--- src/rtl/store_buffer_unit.sv ---
// Store path: decodes RISC-V store funct3, lane-aligns data and strobes, and queues legal
// stores in a DEPTH-entry in-order FIFO drained to memory. Build option: STORE_BUF_FWD_EN.
module store_buffer_unit #(
  parameter int XLEN   = 32,
  parameter int ADDR_W = 32,
  parameter int DEPTH  = 4
) (
  input  logic                     clk,
  input  logic                     rst,
  input  logic                     req_valid,
  output logic                     req_ready,
  input  logic [2:0]               req_funct3,
  input  logic [ADDR_W-1:0]        req_addr,
  input  logic [XLEN-1:0]          req_data,
  output logic                     misalign,
  input  logic                     flush,
  output logic                     mem_valid,
  input  logic                     mem_ready,
  output logic [ADDR_W-1:0]        mem_addr,
  output logic [XLEN-1:0]          mem_wdata,
  output logic [XLEN/8-1:0]        mem_wstrb,
  output logic [$clog2(DEPTH):0]   count,
  output logic                     empty,
  input  logic [ADDR_W-1:0]        fwd_addr,
  output logic                     fwd_hit,
  output logic [XLEN-1:0]          fwd_data,
  output logic [XLEN/8-1:0]        fwd_strb
);

  localparam int STRB_W = XLEN / 8;
  localparam int LANE_W = $clog2(STRB_W);
  localparam int PTR_W  = $clog2(DEPTH);
  localparam int CNT_W  = PTR_W + 1;

  // Handshakes: a transfer happens on a rising edge where valid and ready are both high;
  // valid never depends on ready, and mem_* hold steady while mem_valid is high and
  // mem_ready low. req_ready is based on the registered count only (no same-cycle pop).

  logic [LANE_W-1:0] laneOff;
  logic [LANE_W-1:0] alignMask;
  logic [STRB_W-1:0] sizeStrb;
  logic [XLEN-1:0]   dataMask;
  logic              legalOp;
  logic              misalignedAddr;
  logic              reqLegal;
  logic [XLEN-1:0]   laneWdata;
  logic [STRB_W-1:0] laneWstrb;
  logic [ADDR_W-1:0] wordAddr;

  logic              accept;
  logic              push;
  logic              pop;

  logic [PTR_W-1:0]  headPtr;
  logic [PTR_W-1:0]  tailPtr;
  logic [CNT_W-1:0]  occupancy;
  logic              misalignQ;

  logic [ADDR_W-1:0] entAddr [DEPTH];
  logic [XLEN-1:0]   entData [DEPTH];
  logic [STRB_W-1:0] entStrb [DEPTH];

  assign laneOff  = req_addr[LANE_W-1:0];
  assign wordAddr = {req_addr[ADDR_W-1:LANE_W], {LANE_W{1'b0}}};

  // Size decode: sizeStrb is the unshifted byte mask, alignMask the offset bits that must be 0.
  always_comb begin
    sizeStrb  = '0;
    alignMask = '0;
    legalOp   = 1'b1;
    case (req_funct3)
      3'b000: sizeStrb = STRB_W'(1);
      3'b001: begin
        sizeStrb  = STRB_W'(2'b11);
        alignMask = LANE_W'(1);
      end
      3'b010: begin
        sizeStrb  = STRB_W'(4'hF);
        alignMask = LANE_W'(3);
      end
      3'b011: begin
        if (XLEN == 64) begin
          sizeStrb  = '1;
          alignMask = LANE_W'(7);
        end else begin
          legalOp = 1'b0;
        end
      end
      default: legalOp = 1'b0;
    endcase
  end

  always_comb begin
    dataMask = '0;
    for (int b = 0; b < STRB_W; b++) begin
      dataMask[8*b +: 8] = {8{sizeStrb[b]}};
    end
  end

  assign misalignedAddr = |(laneOff & alignMask);
  assign reqLegal       = legalOp & ~misalignedAddr;
  assign laneWdata      = (req_data & dataMask) << {laneOff, 3'b000};
  assign laneWstrb      = sizeStrb << laneOff;

  assign req_ready = (occupancy != CNT_W'(DEPTH));
  assign accept    = req_valid & req_ready;
  assign push      = accept & reqLegal & ~flush;
  assign pop       = mem_valid & mem_ready & ~flush;

  always_ff @(posedge clk) begin
    if (rst) begin
      headPtr   <= '0;
      tailPtr   <= '0;
      occupancy <= '0;
      misalignQ <= 1'b0;
    end else begin
      // A rejected request still pulses misalign even when a flush lands in the same cycle.
      misalignQ <= accept & ~reqLegal;
      if (flush) begin
        headPtr   <= '0;
        tailPtr   <= '0;
        occupancy <= '0;
      end else begin
        if (push) tailPtr <= tailPtr + 1'b1;
        if (pop)  headPtr <= headPtr + 1'b1;
        case ({push, pop})
          2'b10:   occupancy <= occupancy + 1'b1;
          2'b01:   occupancy <= occupancy - 1'b1;
          default: occupancy <= occupancy;
        endcase
      end
    end
  end

  // Entry storage carries no reset; only slots inside [head, head+count) are ever observed.
  always_ff @(posedge clk) begin
    if (push) begin
      entAddr[tailPtr] <= wordAddr;
      entData[tailPtr] <= laneWdata;
      entStrb[tailPtr] <= laneWstrb;
    end
  end

  assign count     = occupancy;
  assign empty     = (occupancy == '0);
  assign mem_valid = ~empty;
  assign misalign  = misalignQ;
  assign mem_addr  = entAddr[headPtr];
  assign mem_wdata = entData[headPtr];
  assign mem_wstrb = entStrb[headPtr];

`ifdef STORE_BUF_FWD_EN
  logic [XLEN-1:0]   fwdDataC;
  logic [STRB_W-1:0] fwdStrbC;
  logic [PTR_W-1:0]  probeIdx;
  logic              unusedFwdLow;

  // Walk oldest to youngest so a younger matching byte overwrites an older one.
  always_comb begin
    fwdDataC = '0;
    fwdStrbC = '0;
    probeIdx = '0;
    for (int k = 0; k < DEPTH; k++) begin
      probeIdx = headPtr + PTR_W'(k);
      if ((CNT_W'(k) < occupancy) &&
          (entAddr[probeIdx][ADDR_W-1:LANE_W] == fwd_addr[ADDR_W-1:LANE_W])) begin
        for (int b = 0; b < STRB_W; b++) begin
          if (entStrb[probeIdx][b]) begin
            fwdDataC[8*b +: 8] = entData[probeIdx][8*b +: 8];
            fwdStrbC[b]        = 1'b1;
          end
        end
      end
    end
  end

  assign fwd_data     = fwdDataC;
  assign fwd_strb     = fwdStrbC;
  assign fwd_hit      = |fwdStrbC;
  assign unusedFwdLow = ^fwd_addr[LANE_W-1:0];
`else
  logic unusedFwd;

  assign fwd_data  = '0;
  assign fwd_strb  = '0;
  assign fwd_hit   = 1'b0;
  assign unusedFwd = ^fwd_addr;
`endif

endmodule
--- config.mk ---
export PLATFORM = sky130hd
export DESIGN_NAME = store_buffer_unit
export DESIGN_NICKNAME = d
export VERILOG_FILES = /design/src/rtl/store_buffer_unit.sv
export SDC_FILE = /design/constraint.sdc
export NUM_CORES = 1
export LEC_CHECK = 0
export CAP_MARGIN = 20
export CORE_MARGIN = 1
export CORE_UTILIZATION = 41
export DETAILED_ROUTE_END_ITERATION = 8
export PLACE_DENSITY = 0.68
export SYNTH_ARGS = -nofsm -noshare
export SYNTH_HDL_FRONTEND = slang
export SYNTH_SLANG_ARGS = --single-unit
--- constraint.sdc ---
create_clock -name clk -period 2.6 [get_ports clk]
set_input_delay 0.26 -clock clk [delete_from_list [all_inputs] [get_ports clk]]
set_output_delay 0.26 -clock clk [all_outputs]
set_load 0.02 [all_outputs]
# Yosys cells after proc, flatten, opt, wreduce, memory -nomap -nowiden
# Memories as Yosys holds them, arrays and structs flattened. A register that Yosys moved wholly into a read port is not among the register bits.
# Index checks and enable logic that the tools add are counted.
dict set report word_totals {
  n_memories 3
  reg_bits 8
  in_bits 104
  ramBits 264
}
# name words width read_ports rd_ports_with_merged_regs write_ports line_no
set memory_table {}
lappend memory_table {entData 4 32 1 1 1 60} ;# logic [XLEN-1:0] entData [DEPTH];
lappend memory_table {entAddr 4 30 1 1 1 59} ;# logic [ADDR_W-1:0] entAddr [DEPTH];
lappend memory_table {entStrb 4 4 1 1 1 61} ;# logic [STRB_W-1:0] entStrb [DEPTH];
dict set report classes {
  mux 12
  reduce_logical 6
  eq_ne 5
  addsub 4
  shifts 2
  bitwise 13
}
# op count
set op_table {}
lappend op_table {{$and 32x32->32} 1}
lappend op_table {{$shl 32x5->32} 1}
lappend op_table {{$mux 2} 6}
lappend op_table {{$pmux 4 s3} 1}
lappend op_table {{$and 1x1->1} 7}
lappend op_table {{$logic_not 3->1} 2}
lappend op_table {{$pmux 3 s2} 1}
lappend op_table {{$add 2x1->2 const B} 2}
lappend op_table {{$not 1->1} 4}
lappend op_table {{$pmux 2 s2} 1}
lappend op_table {{$reduce_or 2->1} 2}
lappend op_table {{$shl 4x2->4} 1}
lappend op_table {{$add 3x1->3 const B} 1}
lappend op_table {{$eq 3x1->1 const B} 1}
lappend op_table {{$eq 3x2->1 const B} 1}
lappend op_table {{$mux 1} 3}
lappend op_table {{$ne 3x3->1 const B} 1}
lappend op_table {{$reduce_or 3->1} 1}
lappend op_table {{$sub 3x1->3 const B} 1}
lappend op_table {{$and 2x2->2} 1}
lappend op_table {{$eq 2x1->1 const B} 1}
lappend op_table {{$eq 2x2->1 const B} 1}
lappend op_table {{$reduce_bool 2->1} 1}

# Longest topological paths before layout
# Gate-level depths: netlist of run 1.
dict set report depth {
  depth_word 10
  ltp_mapped 11
}

# Worst setup path before layout of run 1
# OpenSTA, ideal clock, no wires.
dict set report synth_timing {
  path_kind {register -> register}
  from {register occupancy[2] (netlist: count[2])}
  to {register occupancy[2] (netlist: count[2])}
  path_stages_with_launch 11
  path_buffers 0
  setup_slack_ns -0.066
  period_less_slack_ns 2.666
  t_arrival_ns 2.596
  path_cell_list {dfxtp_1 > or3b_4 > and3b_4 > and2_4 > inv_1 > ha_1 > inv_1 > fa_1 > xor2_1 > or3_2 > a21oi_1}
}
dict set report synth_via {
  elab_chain_len 6
  word_cells_on_any_way 14
  classes_between {2 x add/sub; 3 x eq/ne; 1 x mux; 6 x bitwise; 2 x reduce/logical}
}
# element line_no
set synth_lines {}
lappend synth_lines {{from (decl)} 56} ;# logic [CNT_W-1:0] occupancy;
lappend synth_lines {{from (signal assigned)} 127} ;# 2'b10: occupancy <= occupancy + 1'b1;
lappend synth_lines {{from (signal assigned)} 128} ;# 2'b01: occupancy <= occupancy - 1'b1;
lappend synth_lines {{from (signal assigned)} 129} ;# default: occupancy <= occupancy;
lappend synth_lines {{$ne 3x3->1 (*)} 105} ;# assign req_ready = (occupancy != CNT_W'(DEPTH));
lappend synth_lines {{net req_ready} 11} ;# output logic req_ready,
lappend synth_lines {{$and 1x1->1 (*)} 106} ;# assign accept = req_valid & req_ready;
lappend synth_lines {{$and 1x1->1 (*) (2 in series)} 107} ;# assign push = accept & reqLegal & ~flush;
lappend synth_lines {{$eq 2x1->1 / $eq 2x2->1 (equally long branches)} 126} ;# case ({push, pop})
lappend synth_lines {{$pmux 3 s2 / $reduce_bool 2->1 (equally long branches)} n/a}
# Mark *: on every way through the listed nets, which the timed path passes. The rest lies on a longest branch.
# A chain may end at the register's enable or synchronous reset.

# Final worst setup path of run 1
dict set report layout_timing {
  from {register occupancy[0] (netlist: count[0])}
  to {register occupancy[2] (netlist: count[2])}
}
dict set report layout_via {
  elab_chain_len 6
  word_cells_on_any_way 14
  classes_between {2 x add/sub; 3 x eq/ne; 1 x mux; 6 x bitwise; 2 x reduce/logical}
}
# element line_no
set layout_lines {}
lappend layout_lines {{$ne 3x3->1 / $logic_not 3->1 (equally long branches)} {105, 145}}
lappend layout_lines {{$and 1x1->1 / $not 1->1 (equally long branches)} {106, 146}}
lappend layout_lines {{$and 1x1->1, on equally long branches (2 in series)} {107, 108}}
lappend layout_lines {{$eq 2x1->1 / $eq 2x2->1 (equally long branches)} 126}
lappend layout_lines {{$pmux 3 s2 / $reduce_bool 2->1 (equally long branches)} n/a}
# Parallel ways exist; a longest one is shown, timed or not.

==> results of run 1 <==
path summary, 6_finish.rpt:
path	slack, ns	depth (start not counted)	to
setup / recovery	0.09	10	count[2]
hold / removal	0.30	3	misalign
setup reg to reg	0.09	10	count[2]
hold reg to reg	0.54	2	tailPtr[0]
power groups by stage:
stage,Sequential [mW],Combinational (mW),Clock [mW]
2_1_floorplan,4.96,0.274,0
3_3_place_gp,4.95,0.477,0
3_5_place_dp,4.95,0.488,0
4_1_cts,4.86,0.477,4.21
5_1_grt,4.86,0.510,4.35
6_report,4.86,0.478,4.11
cells in the mapped netlist (10+ instances only):
cell type,instances,area (um^2)
edfxtp_1,264,7930
nor2_1,16,60.1
clkbuf_1,11,41.3
dfxtp_1,10,200
mux2i_1,16,160
mux4_2,66,1490
nand2_1,19,71.3
buf_4,44,330
o21ai_0,20,100
routing by layer:
metal	vias up	part of all wire (%)	track usage, %
li1	2586	-	-
met1	2993	44	22.3
met2	243	47	26.1
met3	39	6.6	3.18
met4	0	2.6	4.67
met5	-	0	0
registers in the layout (all words and copies together), names as in the netlist, named ones only:
signal    count
entStrb      16
tailPtr       2
entData     128
misalign      1
count         3
headPtr       2
entAddr     120
logic make-up after synthesis:
group,synth area share [%]
flip-flops,73.0
multiplexers,14.8
adder cells (fa/ha/maj),0.742
AO/OA/AOI/OAI,3.55
buffers and inverters,4.20
AND/OR/NAND/NOR,3.46
XOR/XNOR,0.236
other,0.0337
worst reg2reg max path, cell delays in order (launching register included):
cell	delay, ns
dfxtp_2	0.32
or3b_4	0.40
and3b_4	0.20
and2_4	0.16
inv_1	0.06
ha_2	0.17
inv_1	0.05
fa_1	0.37
xor2_1	0.16
or3_2	0.42
a21oi_2	0.12
final cells by class:
cell class | instances | area [um^2]
clock buffer | 33 | 741
clock inverter | 19 | 216
fill | 2051 | 12300
inverter | 8 | 30.0
multi-input combinational | 258 | 2700
sequential | 274 | 8140
tap | 335 | 419
timing repair buffer | 175 | 1850
through the flow:
stage	area (um^2)	utilization, %	hold slack, ns
2_1_floorplan	11300	-	0.337
3_3_place_gp	13100	49.7	0.481
3_5_place_dp	13100	49.7	0.515
4_1_cts	14000	53.3	0.267
5_1_grt	14100	53.5	0.306
6_report	14100	53.5	0.297
timing repair:
item / CTS / global route
hold buffers: 0 / 0
buffers inserted: 0 / 1
setup endpoints to repair: 45 / 17
gates resized for setup: 53 / 19
gates cloned: 1 / 0
pin swaps: 0 / 1
==> impl_metrics.xml, run 1 <==
<?xml version="1.0" encoding="UTF-8"?>
<metrics>
  <group name="status">
    <metric name="status" unit="">complete, no violations</metric>
  </group>
  <group name="pwr">
    <metric name="report.power.total" unit="mW">9.44</metric>
    <metric name="net-switching-power" unit="mW">1.86</metric>
    <metric name="power.share.switching" unit="%">19.7</metric>
    <metric name="total_internal_power" unit="mW">7.58</metric>
    <metric name="leak" unit="nW">4.70</metric>
    <metric name="power-per-cell-area" unit="nW/um^2">670</metric>
    <metric name="pwr-share-comb" unit="%">5.1</metric>
    <metric name="clockPowerShare" unit="%">43.5</metric>
    <metric name="seq_power_share" unit="%">51.5</metric>
    <metric name="ir_drop" unit="mV">0.460</metric>
  </group>
  <group name="setup_path">
    <metric name="critPathMaxFanout" unit="">3</metric>
    <metric name="worst_path_max_delay_cell" unit="">or3_2</metric>
    <metric name="worstPathRequired" unit="ns">3.06</metric>
    <metric name="cp.arrival" unit="ns">2.97</metric>
    <metric name="kind_of_end_point_of_the_critical_path" unit="">flop</metric>
    <metric name="critical-path-top-cell-by-count" unit="">inv_1</metric>
    <metric name="crit_path_start_kind" unit="">flop</metric>
    <metric name="critPathTopFamily" unit="">simple AND/OR/NAND/NOR gates</metric>
    <metric name="crit_path_start" unit="">count[0]</metric>
    <metric name="path_class" unit="">reg -&gt; reg</metric>
    <metric name="critical_path_buf_inv_count" unit="">2</metric>
    <metric name="critPathMaxStageDelay" unit="ns">0.42</metric>
    <metric name="worstPathCellList" unit="">or3b_4, and3b_4, and2_4, inv_1, ha_2, inv_1, fa_1, xor2_1, or3_2, a21oi_2</metric>
    <metric name="r2r-start" unit="">count[0]</metric>
  </group>
  <group name="timing">
    <metric name="clock_skew" unit="ns">0.0100</metric>
    <metric name="timing.final.crit_share" unit="%">96.4</metric>
    <metric name="timing.slew.headroom" unit="%">51.4</metric>
    <metric name="max_clock_freq" unit="GHz">0.399</metric>
    <metric name="setup_tns" unit="ns">0</metric>
    <metric name="final_period_minus_worst_setup_slack" unit="ns">2.51</metric>
    <metric name="setup_repair_after_global_routing_missed_its_margin" unit="">no</metric>
    <metric name="setup_viol" unit="">0</metric>
    <metric name="final-hold-violation-count" unit="">0</metric>
    <metric name="post_route_worst_setup_slack" unit="ns">0.0925</metric>
    <metric name="timing.final.max_slew_violations" unit="">0</metric>
    <metric name="timing_worst_slew_pin_value" unit="ns">0.725</metric>
  </group>
  <group name="synthesis">
    <metric name="ys_dominant_reg_cell" unit="">edfxtp_1</metric>
    <metric name="synthesized_cell_area" unit="um^2">11100</metric>
    <metric name="synth_async_sr_flop_share" unit="%">0</metric>
    <metric name="syn_avg_cell_area" unit="um^2">19.5</metric>
    <metric name="synth-edff-count" unit="">264</metric>
    <metric name="synthCells" unit="">570</metric>
    <metric name="ys.warnings.count" unit="">0</metric>
    <metric name="seq_area_frac_synth" unit="%">73.0</metric>
    <metric name="flip_flop_and_latch_count_after_synthesis" unit="">274</metric>
    <metric name="synth.lib_cells_used.distinct" unit="">45</metric>
  </group>
  <group name="placement">
    <metric name="post-place-cells" unit="">1048</metric>
    <metric name="io_buffers" unit="">144</metric>
    <metric name="hpwl" unit="um">14200</metric>
    <metric name="preCtsSetupSlack" unit="ns">-0.156</metric>
    <metric name="final_replace_weighted_congestion" unit="">0.834</metric>
  </group>
  <group name="detailed_routing">
    <metric name="detailedRoute.firstIterationViolations" unit="">380</metric>
    <metric name="num_vias" unit="">5861</metric>
    <metric name="detailedRoute.firstPassIterationCount" unit="">4</metric>
    <metric name="final_antenna_net_count" unit="">0</metric>
    <metric name="drt-total-wl" unit="um">22400</metric>
    <metric name="post-route-drc-count" unit="">0</metric>
    <metric name="routedWlPerCell" unit="um">20.3</metric>
    <metric name="vias_per_cell" unit="">5.32</metric>
  </group>
  <group name="die">
    <metric name="initial_core_util" unit="%">42.3</metric>
    <metric name="coreArea" unit="um^2">26400</metric>
    <metric name="io-pin-count" unit="">216</metric>
    <metric name="fp.dieH" unit="um">167</metric>
    <metric name="die_w" unit="um">167</metric>
    <metric name="rows" unit="">59</metric>
    <metric name="floorplan.die_area" unit="um^2">27800</metric>
  </group>
  <group name="finish">
    <metric name="synthToLayoutAreaGrowth" unit="%">26.6</metric>
    <metric name="final-instance-count-excl-fill" unit="">1102</metric>
    <metric name="post_route_cells_drive_above_1_share" unit="%">20.7</metric>
    <metric name="layout.cells.most_common_list" unit="">edfxtp_1, clkdlybuf4s50_1, mux4_2</metric>
    <metric name="mostFrequentLayoutCell" unit="">edfxtp_1</metric>
    <metric name="final_net_count" unit="">856</metric>
    <metric name="insertedDiodeCount" unit="">0</metric>
  </group>
  <group name="global_route">
    <metric name="grt_first_pass_wirelength" unit="um">34300</metric>
    <metric name="grt_start_max_net_pins" unit="">38</metric>
    <metric name="vias_in_the_first_global_route" unit="">6026</metric>
    <metric name="globalRouteTotalUtil" unit="%">16.1</metric>
    <metric name="antenna_found_initial" unit="">0</metric>
    <metric name="globalRoute.totalOverflow" unit="">0</metric>
  </group>
  <group name="clocking">
    <metric name="worst_setup_hold_path_clk_slew" unit="ns">0.06</metric>
    <metric name="cts_buffer_depth" unit="">3</metric>
    <metric name="htree_levels" unit="">1</metric>
    <metric name="clockRootBuffer" unit="">clkbuf_16</metric>
    <metric name="clock_latency" unit="ns">0.53</metric>
    <metric name="cts_tree" unit="">done</metric>
    <metric name="tritoncts.num_buffers" unit="">29</metric>
    <metric name="clock_sink_count" unit="">274</metric>
  </group>
  <group name="hold_path">
    <metric name="hold_path_startpoint" unit="">req_valid</metric>
    <metric name="min-delay-path-class" unit="">in -&gt; reg</metric>
  </group>
  <group name="run">
    <metric name="max-cap-violations" unit="">0</metric>
  </group>
</metrics>
(Power assumes the default switching activity.)
==> run 2: changes to the inputs <==
- CTS_CLUSTER_DIAMETER: not set -> 80
- REMOVE_ABC_BUFFERS: not set -> 1
==> impl_metrics.xml, run 2 (same netlist as run 1, synthesis figures left out) <==
<?xml version="1.0" encoding="UTF-8"?>
<metrics>
  <group name="timing">
    <metric name="timing_worst_slew_pin_value" unit="ns">0.964</metric>
    <metric name="clock_skew" unit="ns">0.0196</metric>
    <metric name="final_period_minus_worst_setup_slack" unit="ns">2.53</metric>
    <metric name="final-hold-violation-count" unit="">0</metric>
    <metric name="timing.final.crit_share" unit="%">97.3</metric>
    <metric name="setup_repair_after_global_routing_missed_its_margin" unit="">no</metric>
    <metric name="timing.slew.headroom" unit="%">34.1</metric>
    <metric name="setup_viol" unit="">0</metric>
    <metric name="timing.final.max_slew_violations" unit="">0</metric>
    <metric name="max_clock_freq" unit="GHz">0.395</metric>
  </group>
  <group name="finish">
    <metric name="filler_cell_count" unit="">2060</metric>
    <metric name="final_net_count" unit="">858</metric>
    <metric name="mostFrequentLayoutCell" unit="">edfxtp_1</metric>
    <metric name="largest_register_ff_count" unit="">128</metric>
    <metric name="top_regs" unit="">entData (128), entAddr (120), entStrb (16)</metric>
    <metric name="post_route_cells_drive_above_1_share" unit="%">21.4</metric>
    <metric name="synthToLayoutAreaGrowth" unit="%">25.3</metric>
    <metric name="max_flop_register" unit="">entData</metric>
    <metric name="postLayoutCellArea" unit="um^2">13900</metric>
    <metric name="postLayoutCoreUtil" unit="%">52.9</metric>
    <metric name="insertedDiodeCount" unit="">0</metric>
    <metric name="layout.cells.most_common_list" unit="">edfxtp_1, clkdlybuf4s50_1, mux4_2</metric>
  </group>
  <group name="die">
    <metric name="rows" unit="">59</metric>
    <metric name="io-pin-count" unit="">216</metric>
    <metric name="coreArea" unit="um^2">26400</metric>
    <metric name="die_w" unit="um">167</metric>
    <metric name="floorplan.die_area" unit="um^2">27800</metric>
    <metric name="fp.dieH" unit="um">167</metric>
    <metric name="initial_core_util" unit="%">42.3</metric>
  </group>
  <group name="clocking">
    <metric name="clock_latency" unit="ns">0.54</metric>
    <metric name="clockRootBuffer" unit="">clkbuf_16</metric>
    <metric name="cts_tree" unit="">done</metric>
    <metric name="cts-hold-fix-buffers" unit="">0</metric>
    <metric name="tritoncts.num_buffers" unit="">28</metric>
    <metric name="clock_sink_count" unit="">274</metric>
    <metric name="htree_levels" unit="">1</metric>
    <metric name="worst_setup_hold_path_clk_slew" unit="ns">0.06</metric>
    <metric name="cts_buffer_depth" unit="">3</metric>
  </group>
  <group name="detailed_routing">
    <metric name="final_antenna_net_count" unit="">0</metric>
    <metric name="post-route-drc-count" unit="">0</metric>
    <metric name="detailedRoute.firstIterationViolations" unit="">437</metric>
    <metric name="detailedRoute.firstPassIterationCount" unit="">7</metric>
    <metric name="routedWlPerCell" unit="um">20.5</metric>
    <metric name="vias_per_cell" unit="">5.29</metric>
    <metric name="drt-total-wl" unit="um">22600</metric>
    <metric name="num_vias" unit="">5833</metric>
  </group>
  <group name="placement">
    <metric name="dpl-instance-area" unit="um^2">13100</metric>
    <metric name="final_replace_weighted_congestion" unit="">0.811</metric>
    <metric name="hpwl" unit="um">14900</metric>
    <metric name="io_buffers" unit="">144</metric>
  </group>
  <group name="global_route">
    <metric name="grt_first_pass_wirelength" unit="um">34800</metric>
    <metric name="vias_in_the_first_global_route" unit="">6077</metric>
    <metric name="grt_util_met3" unit="%">3.52</metric>
    <metric name="grt_start_max_net_pins" unit="">54</metric>
    <metric name="grt_use_met2" unit="%">27.5</metric>
    <metric name="globalRouteMet1Util" unit="%">22.0</metric>
    <metric name="globalRouteTotalUtil" unit="%">16.4</metric>
    <metric name="gr-max-usage-layer" unit="">met2</metric>
    <metric name="globalRoute.totalOverflow" unit="">0</metric>
    <metric name="antenna_found_initial" unit="">1</metric>
  </group>
  <group name="pwr">
    <metric name="ir_drop" unit="mV">0.446</metric>
    <metric name="leak" unit="nW">4.54</metric>
    <metric name="power-per-cell-area" unit="nW/um^2">651</metric>
  </group>
  <group name="hold_path">
    <metric name="min-delay-path-class" unit="">in -&gt; reg</metric>
  </group>
  <group name="setup_path">
    <metric name="cp.arrival" unit="ns">2.97</metric>
    <metric name="crit_path_start_kind" unit="">flop</metric>
    <metric name="kind_of_end_point_of_the_critical_path" unit="">flop</metric>
    <metric name="critPathMaxFanout" unit="">5</metric>
    <metric name="path_class" unit="">reg -&gt; reg</metric>
    <metric name="setup_slack_reg_to_reg" unit="ns">0.07</metric>
    <metric name="worstPathRequired" unit="ns">3.04</metric>
  </group>
  <group name="status">
    <metric name="status" unit="">complete, no violations</metric>
  </group>
  <group name="run">
    <metric name="max-cap-violations" unit="">0</metric>
  </group>
</metrics>
run 2: report_power, final:
part | total (mW) | internal (mW) | switching (mW)
clock network | 3.75 | 2.16 | 1.59
registers | 4.86 | 4.85 | 0.00637
logic | 0.481 | 0.206 | 0.275
total | 9.09 | 7.22 | 1.87
run 2: final timing paths:
kind	cells past startpoint	end	startpoint
worst max-delay path	10	count[2]	count[1]
worst min-delay path	3	misalign	req_valid
worst max register to register	10	count[2]	count[1]
worst min register to register	2	tailPtr[0]	tailPtr[0]
run 2: cell type report:
class	count	area, um^2	area share (%)
clock inverters	21	169	1.21
multi-input cells	258	2700	19.4
repair buffers	178	1790	12.8
clock buffers	29	704	5.05
well taps	335	419	3.00
flip-flops and latches	274	8140	58.3
inverters	8	30.0	0.215
run 2: critical path, stage by stage, from the launching register on:
cell,delay [ns]
dfxtp_2,0.34
or3b_4,0.40
and3b_4,0.20
and2_4,0.15
inv_1,0.05
ha_1,0.17
inv_1,0.06
fa_2,0.33
xor2_1,0.16
or3_2,0.42
a21oi_1,0.17
run 2: layer usage:
| layer | up-vias | share of wire, % |
|---|---|---|
| met3 | 31 | 7.1 |
| met4 | 2 | 1.8 |
| li1 | 2585 | - |
| met1 | 2959 | 42 |
| met5 | - | 0.057 |
| met2 | 256 | 49 |
run 2: what timing repair did:
action                     4_1_cts  5_1_grt
setup endpoints to repair       59       10
setup buffers                    0        0
gates resized for setup         43        8
run 2: per-stage QoR:
stage	hold slack [ns]	power [mW]	TNS [ns]	worst slack [ns]	cells
finish	0.341	9.09	0	0.0709	1103
global route	0.332	9.39	0	0.00296	1103
CTS	0.322	9.19	0	0.00690	1103
detailed placement	0.514	5.44	-0.0630	-0.0630	1053
global placement	0.479	5.43	0	0.0163	1053
floorplan	0.337	5.16	-78.84	-1.19	540
